**config.mk**
```make
export PLATFORM = sky130hd
export DESIGN_NAME = ps2_key_decoder
export DESIGN_NICKNAME = d
export VERILOG_FILES = /design/src/rtl/ps2_pkg.sv /design/src/rtl/ps2_scan_to_ascii.sv /design/src/rtl/ps2_key_decoder.sv
export SDC_FILE = /design/constraint.sdc
export NUM_CORES = 1
export LEC_CHECK = 0
export ABC_AREA = 1
export CORE_ASPECT_RATIO = 1.1
export CORE_MARGIN = 3
export CORE_UTILIZATION = 50
export DETAILED_ROUTE_END_ITERATION = 10
export HOLD_SLACK_MARGIN = 0.05
export PLACE_DENSITY = 0.76
export SLEW_MARGIN = 20
export SYNTH_ARGS = -nofsm -noshare
export SYNTH_HDL_FRONTEND = slang
export SYNTH_SLANG_ARGS = --single-unit
```
**constraint.sdc**
```tcl
create_clock -name clk -period 3.2 [get_ports clk]
set_input_delay 0.32 -clock clk [delete_from_list [all_inputs] [get_ports clk]]
set_output_delay 0.32 -clock clk [all_outputs]
set_load 0.02 [all_outputs]
```
**src/rtl/ps2_pkg.sv**
```systemverilog
// ---------------------------------------------------------------------------
// ps2_pkg
// Shared constants and receiver state encoding for the PS/2 keyboard
// decoder and its scan-code lookup.
// ---------------------------------------------------------------------------
package ps2_pkg;

    // Set-2 prefix bytes and the blank display character.
    localparam logic [7:0] PS2_BREAK   = 8'hF0;
    localparam logic [7:0] PS2_EXT     = 8'hE0;
    localparam logic [7:0] ASCII_SPACE = 8'h20;

    // start + 8 data + parity + stop
    localparam int FRAME_BITS = 11;

    typedef enum logic [1:0] {
        ST_IDLE  = 2'd0,
        ST_SHIFT = 2'd1,
        ST_CHECK = 2'd2
    } rx_state_t;

endpackage

```
**src/rtl/ps2_scan_to_ascii.sv**
```systemverilog
// ---------------------------------------------------------------------------
// ps2_scan_to_ascii
// Combinational set-2 scan code to ASCII lookup for the characters the
// seven-segment driver can show.
//
// Ports:
//   i_scan   in   8  set-2 make code
//   o_hit    out  1  code is in the table
//   o_ascii  out  8  ASCII of the code (8'h00 when o_hit is 0)
// ---------------------------------------------------------------------------
module ps2_scan_to_ascii (
    input  logic [7:0] i_scan,
    output logic       o_hit,
    output logic [7:0] o_ascii
);

    always_comb begin
        // NOTE: every output gets a default first so no path can infer a latch.
        o_hit   = 1'b1;
        o_ascii = 8'h00;
        case (i_scan)
            8'h45:   o_ascii = "0";
            8'h16:   o_ascii = "1";
            8'h1E:   o_ascii = "2";
            8'h26:   o_ascii = "3";
            8'h25:   o_ascii = "4";
            8'h2E:   o_ascii = "5";
            8'h36:   o_ascii = "6";
            8'h3D:   o_ascii = "7";
            8'h3E:   o_ascii = "8";
            8'h46:   o_ascii = "9";
            8'h1C:   o_ascii = "A";
            8'h32:   o_ascii = "B";
            8'h21:   o_ascii = "C";
            8'h23:   o_ascii = "D";
            8'h24:   o_ascii = "E";
            8'h2B:   o_ascii = "F";
            8'h29:   o_ascii = " ";
            8'h4E:   o_ascii = "-";
            8'h2D:   o_ascii = "r";
            8'h3C:   o_ascii = "U";
            8'h4B:   o_ascii = "L";
            8'h44:   o_ascii = "o";
            8'h31:   o_ascii = "n";
            8'h1B:   o_ascii = "S";
            8'h4D:   o_ascii = "P";
            default: o_hit   = 1'b0;
        endcase
    end

endmodule

```
**src/rtl/ps2_key_decoder.sv**
```systemverilog
// ---------------------------------------------------------------------------
// ps2_key_decoder
// Receives PS/2 keyboard frames, checks framing/parity, and turns set-2
// make/break sequences into a held ASCII key for the seven-segment driver.
//
// Parameters:
//   TIMEOUT_CYCLES  clk cycles without a ps2_clk fall mid-frame before abort
//   RELEASE_BLANK   1: releasing the displayed key blanks it to " "
//
// Ports:
//   clk         in   1  system clock
//   reset       in   1  synchronous active-low reset
//   ps2_clk     in   1  asynchronous PS/2 clock pin
//   ps2_data    in   1  asynchronous PS/2 data pin
//   key         out  8  ASCII of last accepted key, held
//   key_valid   out  1  one-cycle pulse when key is written
//   scan_code   out  8  last good raw byte (including F0/E0)
//   scan_valid  out  1  one-cycle pulse per good byte
//   frame_err   out  1  one-cycle pulse on bad start/parity/stop/timeout
// ---------------------------------------------------------------------------
module ps2_key_decoder
    import ps2_pkg::*;
#(
    parameter int TIMEOUT_CYCLES = 20000,
    parameter bit RELEASE_BLANK  = 1'b0
) (
    input  logic       clk,
    input  logic       reset,
    input  logic       ps2_clk,
    input  logic       ps2_data,
    output logic [7:0] key,
    output logic       key_valid,
    output logic [7:0] scan_code,
    output logic       scan_valid,
    output logic       frame_err
);

    localparam int          TW      = (TIMEOUT_CYCLES > 1) ? $clog2(TIMEOUT_CYCLES) : 1;
    localparam logic [TW-1:0] TO_LAST = TW'(TIMEOUT_CYCLES - 1);
    localparam logic [3:0]  LAST_BIT = 4'(FRAME_BITS - 1);

    // Pin synchronizers; idle level of both pins is high.
    logic r_clk_meta, r_clk_sync, r_clk_prev;
    logic r_dat_meta, r_dat_sync;
    logic w_fall;

    rx_state_t     r_state, w_next_state;
    logic [3:0]    r_bit_cnt;
    logic [9:0]    r_shift;     // {stop, parity, d[7:0]} once the frame is in
    logic [TW-1:0] r_to_cnt;
    logic          r_break_pending;
    logic          r_ext_pending;

    logic          w_frame_good;
    logic          w_frame_bad;
    logic          w_hit;
    logic [7:0]    w_ascii;

    assign w_fall = r_clk_prev & ~r_clk_sync;

    ps2_scan_to_ascii u_lookup (
        .i_scan  (r_shift[7:0]),
        .o_hit   (w_hit),
        .o_ascii (w_ascii)
    );

    // -----------------------------------------------------------------------
    // Receiver FSM: state register
    // -----------------------------------------------------------------------
    always_ff @(posedge clk) begin
        if (!reset) begin
            r_state <= ST_IDLE;
        end else begin
            r_state <= w_next_state;
        end
    end

    // -----------------------------------------------------------------------
    // Receiver FSM: next state and frame verdict
    // -----------------------------------------------------------------------
    always_comb begin
        w_next_state = r_state;
        w_frame_good = 1'b0;
        w_frame_bad  = 1'b0;
        case (r_state)
            ST_IDLE: begin
                if (w_fall) begin
                    if (!r_dat_sync) w_next_state = ST_SHIFT;
                    else             w_frame_bad  = 1'b1;
                end
            end
            ST_SHIFT: begin
                if (w_fall) begin
                    if (r_bit_cnt == LAST_BIT) w_next_state = ST_CHECK;
                end else if (r_to_cnt == TO_LAST) begin
                    w_next_state = ST_IDLE;
                    w_frame_bad  = 1'b1;
                end
            end
            ST_CHECK: begin
                w_next_state = ST_IDLE;
                // XOR over data and parity is 1 for correct odd parity.
                if (r_shift[9] && (^r_shift[8:0])) w_frame_good = 1'b1;
                else                               w_frame_bad  = 1'b1;
            end
            default: w_next_state = ST_IDLE;
        endcase
    end

    // -----------------------------------------------------------------------
    // Synchronizers, shift datapath, decode and registered outputs
    // -----------------------------------------------------------------------
    always_ff @(posedge clk) begin
        if (!reset) begin
            r_clk_meta      <= 1'b1;
            r_clk_sync      <= 1'b1;
            r_clk_prev      <= 1'b1;
            r_dat_meta      <= 1'b1;
            r_dat_sync      <= 1'b1;
            r_bit_cnt       <= '0;
            r_shift         <= '0;
            r_to_cnt        <= '0;
            r_break_pending <= 1'b0;
            r_ext_pending   <= 1'b0;
            key             <= ASCII_SPACE;
            key_valid       <= 1'b0;
            scan_code       <= 8'h00;
            scan_valid      <= 1'b0;
            frame_err       <= 1'b0;
        end else begin
            // NOTE: sequential state uses non-blocking assignments so every
            // flop samples pre-edge values regardless of statement order.
            r_clk_meta <= ps2_clk;
            r_clk_sync <= r_clk_meta;
            r_clk_prev <= r_clk_sync;
            r_dat_meta <= ps2_data;
            r_dat_sync <= r_dat_meta;

            frame_err  <= w_frame_bad;
            scan_valid <= w_frame_good;
            key_valid  <= 1'b0;

            if (r_state == ST_SHIFT) begin
                if (w_fall) begin
                    r_shift   <= {r_dat_sync, r_shift[9:1]};
                    r_bit_cnt <= r_bit_cnt + 4'd1;
                    r_to_cnt  <= '0;
                end else begin
                    r_to_cnt  <= r_to_cnt + 1'b1;
                end
            end else begin
                r_to_cnt <= '0;
                if (r_state == ST_IDLE && w_fall && !r_dat_sync) begin
                    r_bit_cnt <= 4'd1;
                end
            end

            // Decode lands in the same edge as scan_code, so key_valid and
            // scan_valid rise together two cycles after the stop-bit strobe.
            if (w_frame_good) begin
                scan_code <= r_shift[7:0];
                if (r_shift[7:0] == PS2_BREAK) begin
                    r_break_pending <= 1'b1;
                end else if (r_shift[7:0] == PS2_EXT) begin
                    r_ext_pending <= 1'b1;
                end else if (r_break_pending) begin
                    r_break_pending <= 1'b0;
                    r_ext_pending   <= 1'b0;
                    if (RELEASE_BLANK && w_hit && (w_ascii == key)) begin
                        key       <= ASCII_SPACE;
                        key_valid <= 1'b1;
                    end
                end else if (r_ext_pending) begin
                    // Extended keys have no display character.
                    r_ext_pending <= 1'b0;
                end else if (w_hit) begin
                    key       <= w_ascii;
                    key_valid <= 1'b1;
                end
            end
        end
    end

endmodule

```
## After elaboration in Yosys (flattened, before gate mapping)

Cells that the tools add are included.

| storage, ports and cells | value |
|---|---|
| bits in registers | 57 |
| output and inout bits | 19 |

| operators by class | value |
|---|---|
| equality and inequality tests | 37 |
| multiplexer cells | 23 |
| reduce and logical (&&, ||, !) cells | 16 |
| bitwise operators | 9 |
| add/subtract/negate cells | 2 |

Operator list:

| cell | count |
|---|---|
| 7-bit one-hot mux with 25 select lines | 1 |
| 8-bit by 6-bit == test with 1-bit output (second input constant) | 15 |
| 8-bit by 7-bit == test with 1-bit output (second input constant) | 6 |
| 8-bit by 5-bit == test with 1-bit output (second input constant) | 4 |
| 25-bit OR reduction | 1 |
| 8-bit == test (second input constant) | 2 |
| 15-bit by 1-bit adder with 15-bit output (second input constant) | 1 |
| 15-bit == test (second input constant) | 1 |
| 1-bit 2-to-1 mux | 12 |
| 4-bit 2-to-1 mux | 3 |
| 2-bit 2-to-1 mux | 5 |
| 9-bit parity | 1 |
| 2-bit != test (second input constant) | 4 |
| 1-bit NOT | 8 |
| 2-bit AND reduction | 4 |
| 3-bit != test (second input constant) | 2 |
| 6-bit AND reduction | 1 |
| 6-bit OR reduction | 1 |
| 4-bit by 1-bit adder with 4-bit output (second input constant) | 1 |
| 4-bit == test (second input constant) | 1 |
| 2-bit one-hot mux with 2 select lines | 1 |
| 4-bit AND reduction | 1 |
| 1-bit logical AND | 3 |
| 1-bit one-hot mux with 3 select lines | 1 |
| other kinds (7) | 7 |

## Logic depth before layout (Yosys ltp)

| logic depth | value |
|---|---|
| word-level depth | 6 |
| depth in mapped cells | 14 |
| depth with buffers taken out | 14 |

## Hierarchy

Synthesis repeated with hierarchy kept, for this count alone.

| unflattened totals | value |
|---|---|
| cell total of the unflattened synthesis | 439 |
| area total of the unflattened synthesis | 2999.1 µm² |

Modules (own cells, without submodules):

| module | area each (µm²) | cells an instance | sequential area each (µm²) | times used |
|---|---|---|---|---|
| ps2_key_decoder | 2487.4 | 325 | 1141.1 | 1 |
| ps2_scan_to_ascii | 511.7 | 114 | 0.0 | 1 |

## Least setup slack after synthesis

No wires, ideal clock.

| timing | value |
|---|---|
| path type | reg2reg |
| start | register r_shift[4] |
| end | register key[4] |
| stages on the path, launching flop included | 14 |
| data arrival time | 1.666 ns |
| library setup time | 0.109 ns |
| buffers on the path | 1 |
| path slack | 1.425 ns |
| data required time | 3.091 ns |
| cells stage by stage | dfxtp_1 > inv_1 > ha_1 > inv_1 > nand2_1 > nand2_1 > nand2_1 > nand3_1 > nand3_2 > nor2_4 > buf_4 > nand3_1 > nand2_1 > inv_1 |

| on the way | value |
|---|---|
| longest elaborated chain between the ends | 5 |
| elaborated cells on any way between the ends | 37 |
| those cells by class | eq/ne (27); mux (4); bitwise (2); reduce/logical (4) |

RTL lines:

| what | line | RTL |
|---|---|---|
| start, declared | ps2_key_decoder.sv:49 | `logic [9:0] r_shift;` |
| start signal, assigned | ps2_key_decoder.sv:145 | `r_shift <= {r_dat_sync, r_shift[9:1]};` |
| branches (longest 5 deep; another with 25-bit OR reduction) | -- |  |
| end signal, assigned | ps2_key_decoder.sv:177 | `key <= w_ascii;` |
| end, declared | ps2_key_decoder.sv:31 | `output logic [7:0] key,` |

Parallel ways; which one is timed is not known.
A chain may end at the register's enable or synchronous reset.

## Worst setup path after layout

| timing | value |
|---|---|
| start | register r_shift[4] |
| end | register key[5] |

The elaborated chain is that of the path after synthesis.

==> flow_metrics.env <==
export IMPL_gr_usage_all_layers=0.189
export IMPL_setup_violations=0
export IMPL_rsz0062_at_grt="false"
export IMPL_cts_buffer_depth=2
export IMPL_endpoint_kind="flop"
export IMPL_dpl_cell_area_sq_um=3310
export IMPL_die_w_microns=80.4
export IMPL_synth_most_common_cell="nand2_1"
export IMPL_p_per_area_nw_per_um2=333
export IMPL_cts_tree="built"
export IMPL_worst_pin_slew_ps=699
export IMPL_intPower_uw=873
export IMPL_grt_pass1_wl_microns=10700
export IMPL_grt_antenna_before_repair=0
export IMPL_switchingPower_uw=261
export IMPL_status="finished clean"
export IMPL_clock_sinks=56
export IMPL_clk_latency_ps=310
export IMPL_overflow=0
export IMPL_synth_area_leaders="dfxtp_1 37%, nand2_1 10%, inv_1 7.5%, ha_1 7.4%, nor2_1 7.3%"
export IMPL_slew_headroom=0.533
export IMPL_syn_mean_instance_area_sq_um=6.88
export IMPL_p_clk_frac=0.354
export IMPL_criticalPathCategory="reg2reg"
export IMPL_yosys_top_cells_count="84 x nand2_1, 61 x inv_1, 59 x nor2_1"
export IMPL_die_area_sq_um=7050
export IMPL_fin_area_sq_um=3400
export IMPL_drive_gt1_frac=0.0862
export IMPL_syn_num_nets=464
export IMPL_yosysWarnings=0
export IMPL_slowest_stage="nor2_4"
export IMPL_place_ws_ps=1020
export IMPL_drv_slew=0
export IMPL_cpPeakStageDelay_ps=430
export IMPL_period_needed_ps=2200
export IMPL_leakage_uw=0.00152
export IMPL_die_y_microns=87.8
export IMPL_dpl_hpwl_microns=4800
export IMPL_critPathArrivalTime_ps=2390
export IMPL_cpMostUsedCell="nand2_1"
export IMPL_fmax_ghz=0.454
export IMPL_fin_util=0.583
export IMPL_grt_max_degree=26
export IMPL_synth_top_area_share=0.369
export IMPL_yosysUniqueCellTypes=30
export IMPL_io_buffers=21
export IMPL_synthesis_area_sq_um=3040
export IMPL_fillCellCount=554
export IMPL_synth_seq_cells=56
export IMPL_num_antenna_cells=0
export IMPL_std_cell_rows=29
export IMPL_finalSetupTns_ps=0
export IMPL_hold_path_class="reg2reg"
export IMPL_cp_top_family="simple AND/OR/NAND/NOR gates"
export IMPL_dr_pass1_iters=4
export IMPL_place_congestion=0.940
export IMPL_wl_microns=6090
export IMPL_vias=2728
export IMPL_ios=23
export IMPL_switching_share=0.230
export IMPL_yosysSeqAreaShare=0.369
export IMPL_cp_num_buf_inv=2
export IMPL_htreeDepth=2
export IMPL_seq_power_share=0.619
export IMPL_cp_start_kind="flop"
export IMPL_cts_resized=0
export IMPL_grt_pass1_vias=2574
export IMPL_syn_to_final_growth_pct=12.0
export IMPL_vias_per_cell=5.04
export IMPL_cp_max_fo=25
export IMPL_cts_setup_buffers=0
export IMPL_setup_slack_ps=998
export IMPL_drv_cap=0
export IMPL_hold_buffers=0
export IMPL_skew_ps=9.78
export IMPL_numCtsBuffers=5
export IMPL_yosysTopAreaCell="dfxtp_1"
export IMPL_clkTransAtPathRegs_ps=110
export IMPL_drtAntennaViolNets=0
export IMPL_total_power_uw=1130
export IMPL_initial_core_util=0.520
export IMPL_drc=0
export IMPL_cts_root_buffer="clkbuf_8"
export IMPL_final_nets=485
export IMPL_synth_edff_count=0
export IMPL_drtIter0Drc=150
export IMPL_post_drt_wl_per_cell_microns=11.2
export IMPL_synth_async_reset_ratio=0
export IMPL_core_sq_um=5840
export IMPL_hold_viol=0
export IMPL_comb_power_share=0.027
export IMPL_path_cells="inv_1 > ha_1 > inv_1 > nand2_1 > nand2_1 > nand2_1 > nand3_1 > nand3_2 > nor2_4 > nand3_4 > nand2_1 > nand3_1"
export IMPL_syn_inst=442
export IMPL_vdd_drop_max_mv=0.322
export IMPL_post_route_period_util=0.688
export IMPL_ys_flop_type="dfxtp_1"
export IMPL_cp_required_ps=3390
through the flow:
| stage | hold slack (ps) | cells |
|---|---|---|
| after CTS | 426 | 541 |
| after floorplan | 392 | 442 |
| after detailed placement | 402 | 533 |
| final | 421 | 541 |
| after global placement | 395 | 533 |
| after global routing | 429 | 541 |
cell usage in the layout (no fill, tap or decap), drive strengths merged:
master	n
a21oi	38
a31oi	2
buf	1
clkbuf	5
clkdlybuf4s50	21
clkinv	2
clkinvlp	1
conb	1
dfxtp	56
ha	18
inv	65
nand2	92
nand3	31
nand4	11
nor2	69
nor3	14
nor3b	1
o211ai	1
o21ai	28
or2	4
xnor2	2
xor2	1
area by class of cell:
class | count | area, sq um | share of cell area
Timing Repair Buffer | 22 | 218 | 0.0639
Clock inverter | 3 | 27.5 | 0.00809
Tap cell | 77 | 96.3 | 0.0283
Clock buffer | 5 | 68.8 | 0.0202
Multi-Input combinational cell | 313 | 1620 | 0.477
Inverter | 65 | 249 | 0.0731
Sequential cell | 56 | 1120 | 0.329
metal layers:
metal  up-vias  share of wire  track usage
li1       1447              -            -
met1      1220           0.46        0.234
met2        51           0.49        0.322
met3        10          0.033       0.0340
met4         0          0.021       0.0783
met5         -              0            0
registers in the layout, indices dropped and copies added (netlist names), 2 cells and up:
register,flops
scan_code,8
key,7
r_bit_cnt,4
r_state,2
r_to_cnt,15
r_shift,10
power by group through the flow:
stage / logic, uW / registers (uW) / clock network, uW
floorplan: 21.1 / 718 / 0
global route: 34.9 / 703 / 443
finish: 30.2 / 702 / 402
detailed placement: 30.4 / 718 / 0
CTS: 30.6 / 702 / 416
global placement: 29.9 / 718 / 0
cell families after synthesis:
family,after synthesis,share of synthesized area
compound gates,69,0.115
xor+xnor,3,0.00864
fa+ha+maj,18,0.0741
buf+inv,73,0.0971
flops,56,0.369
other cells,1,0.00123
simple gates,222,0.335
worst paths after layout:
check / startpoint / to / slack, ps / depth (start not counted)
min: r_dat_meta$_SDFF_PN1_ / r_dat_sync$_SDFF_PN1_ / 420 / 1
max reg2reg: r_shift[4]$_SDFFE_PN0P_ / key[5]$_SDFFE_PN1P_ / 1000 / 12
max: r_shift[4]$_SDFFE_PN0P_ / key[5]$_SDFFE_PN1P_ / 1000 / 12
min reg2reg: r_dat_meta$_SDFF_PN1_ / r_dat_sync$_SDFF_PN1_ / 420 / 1
Power figures use the tool's default switching activity.
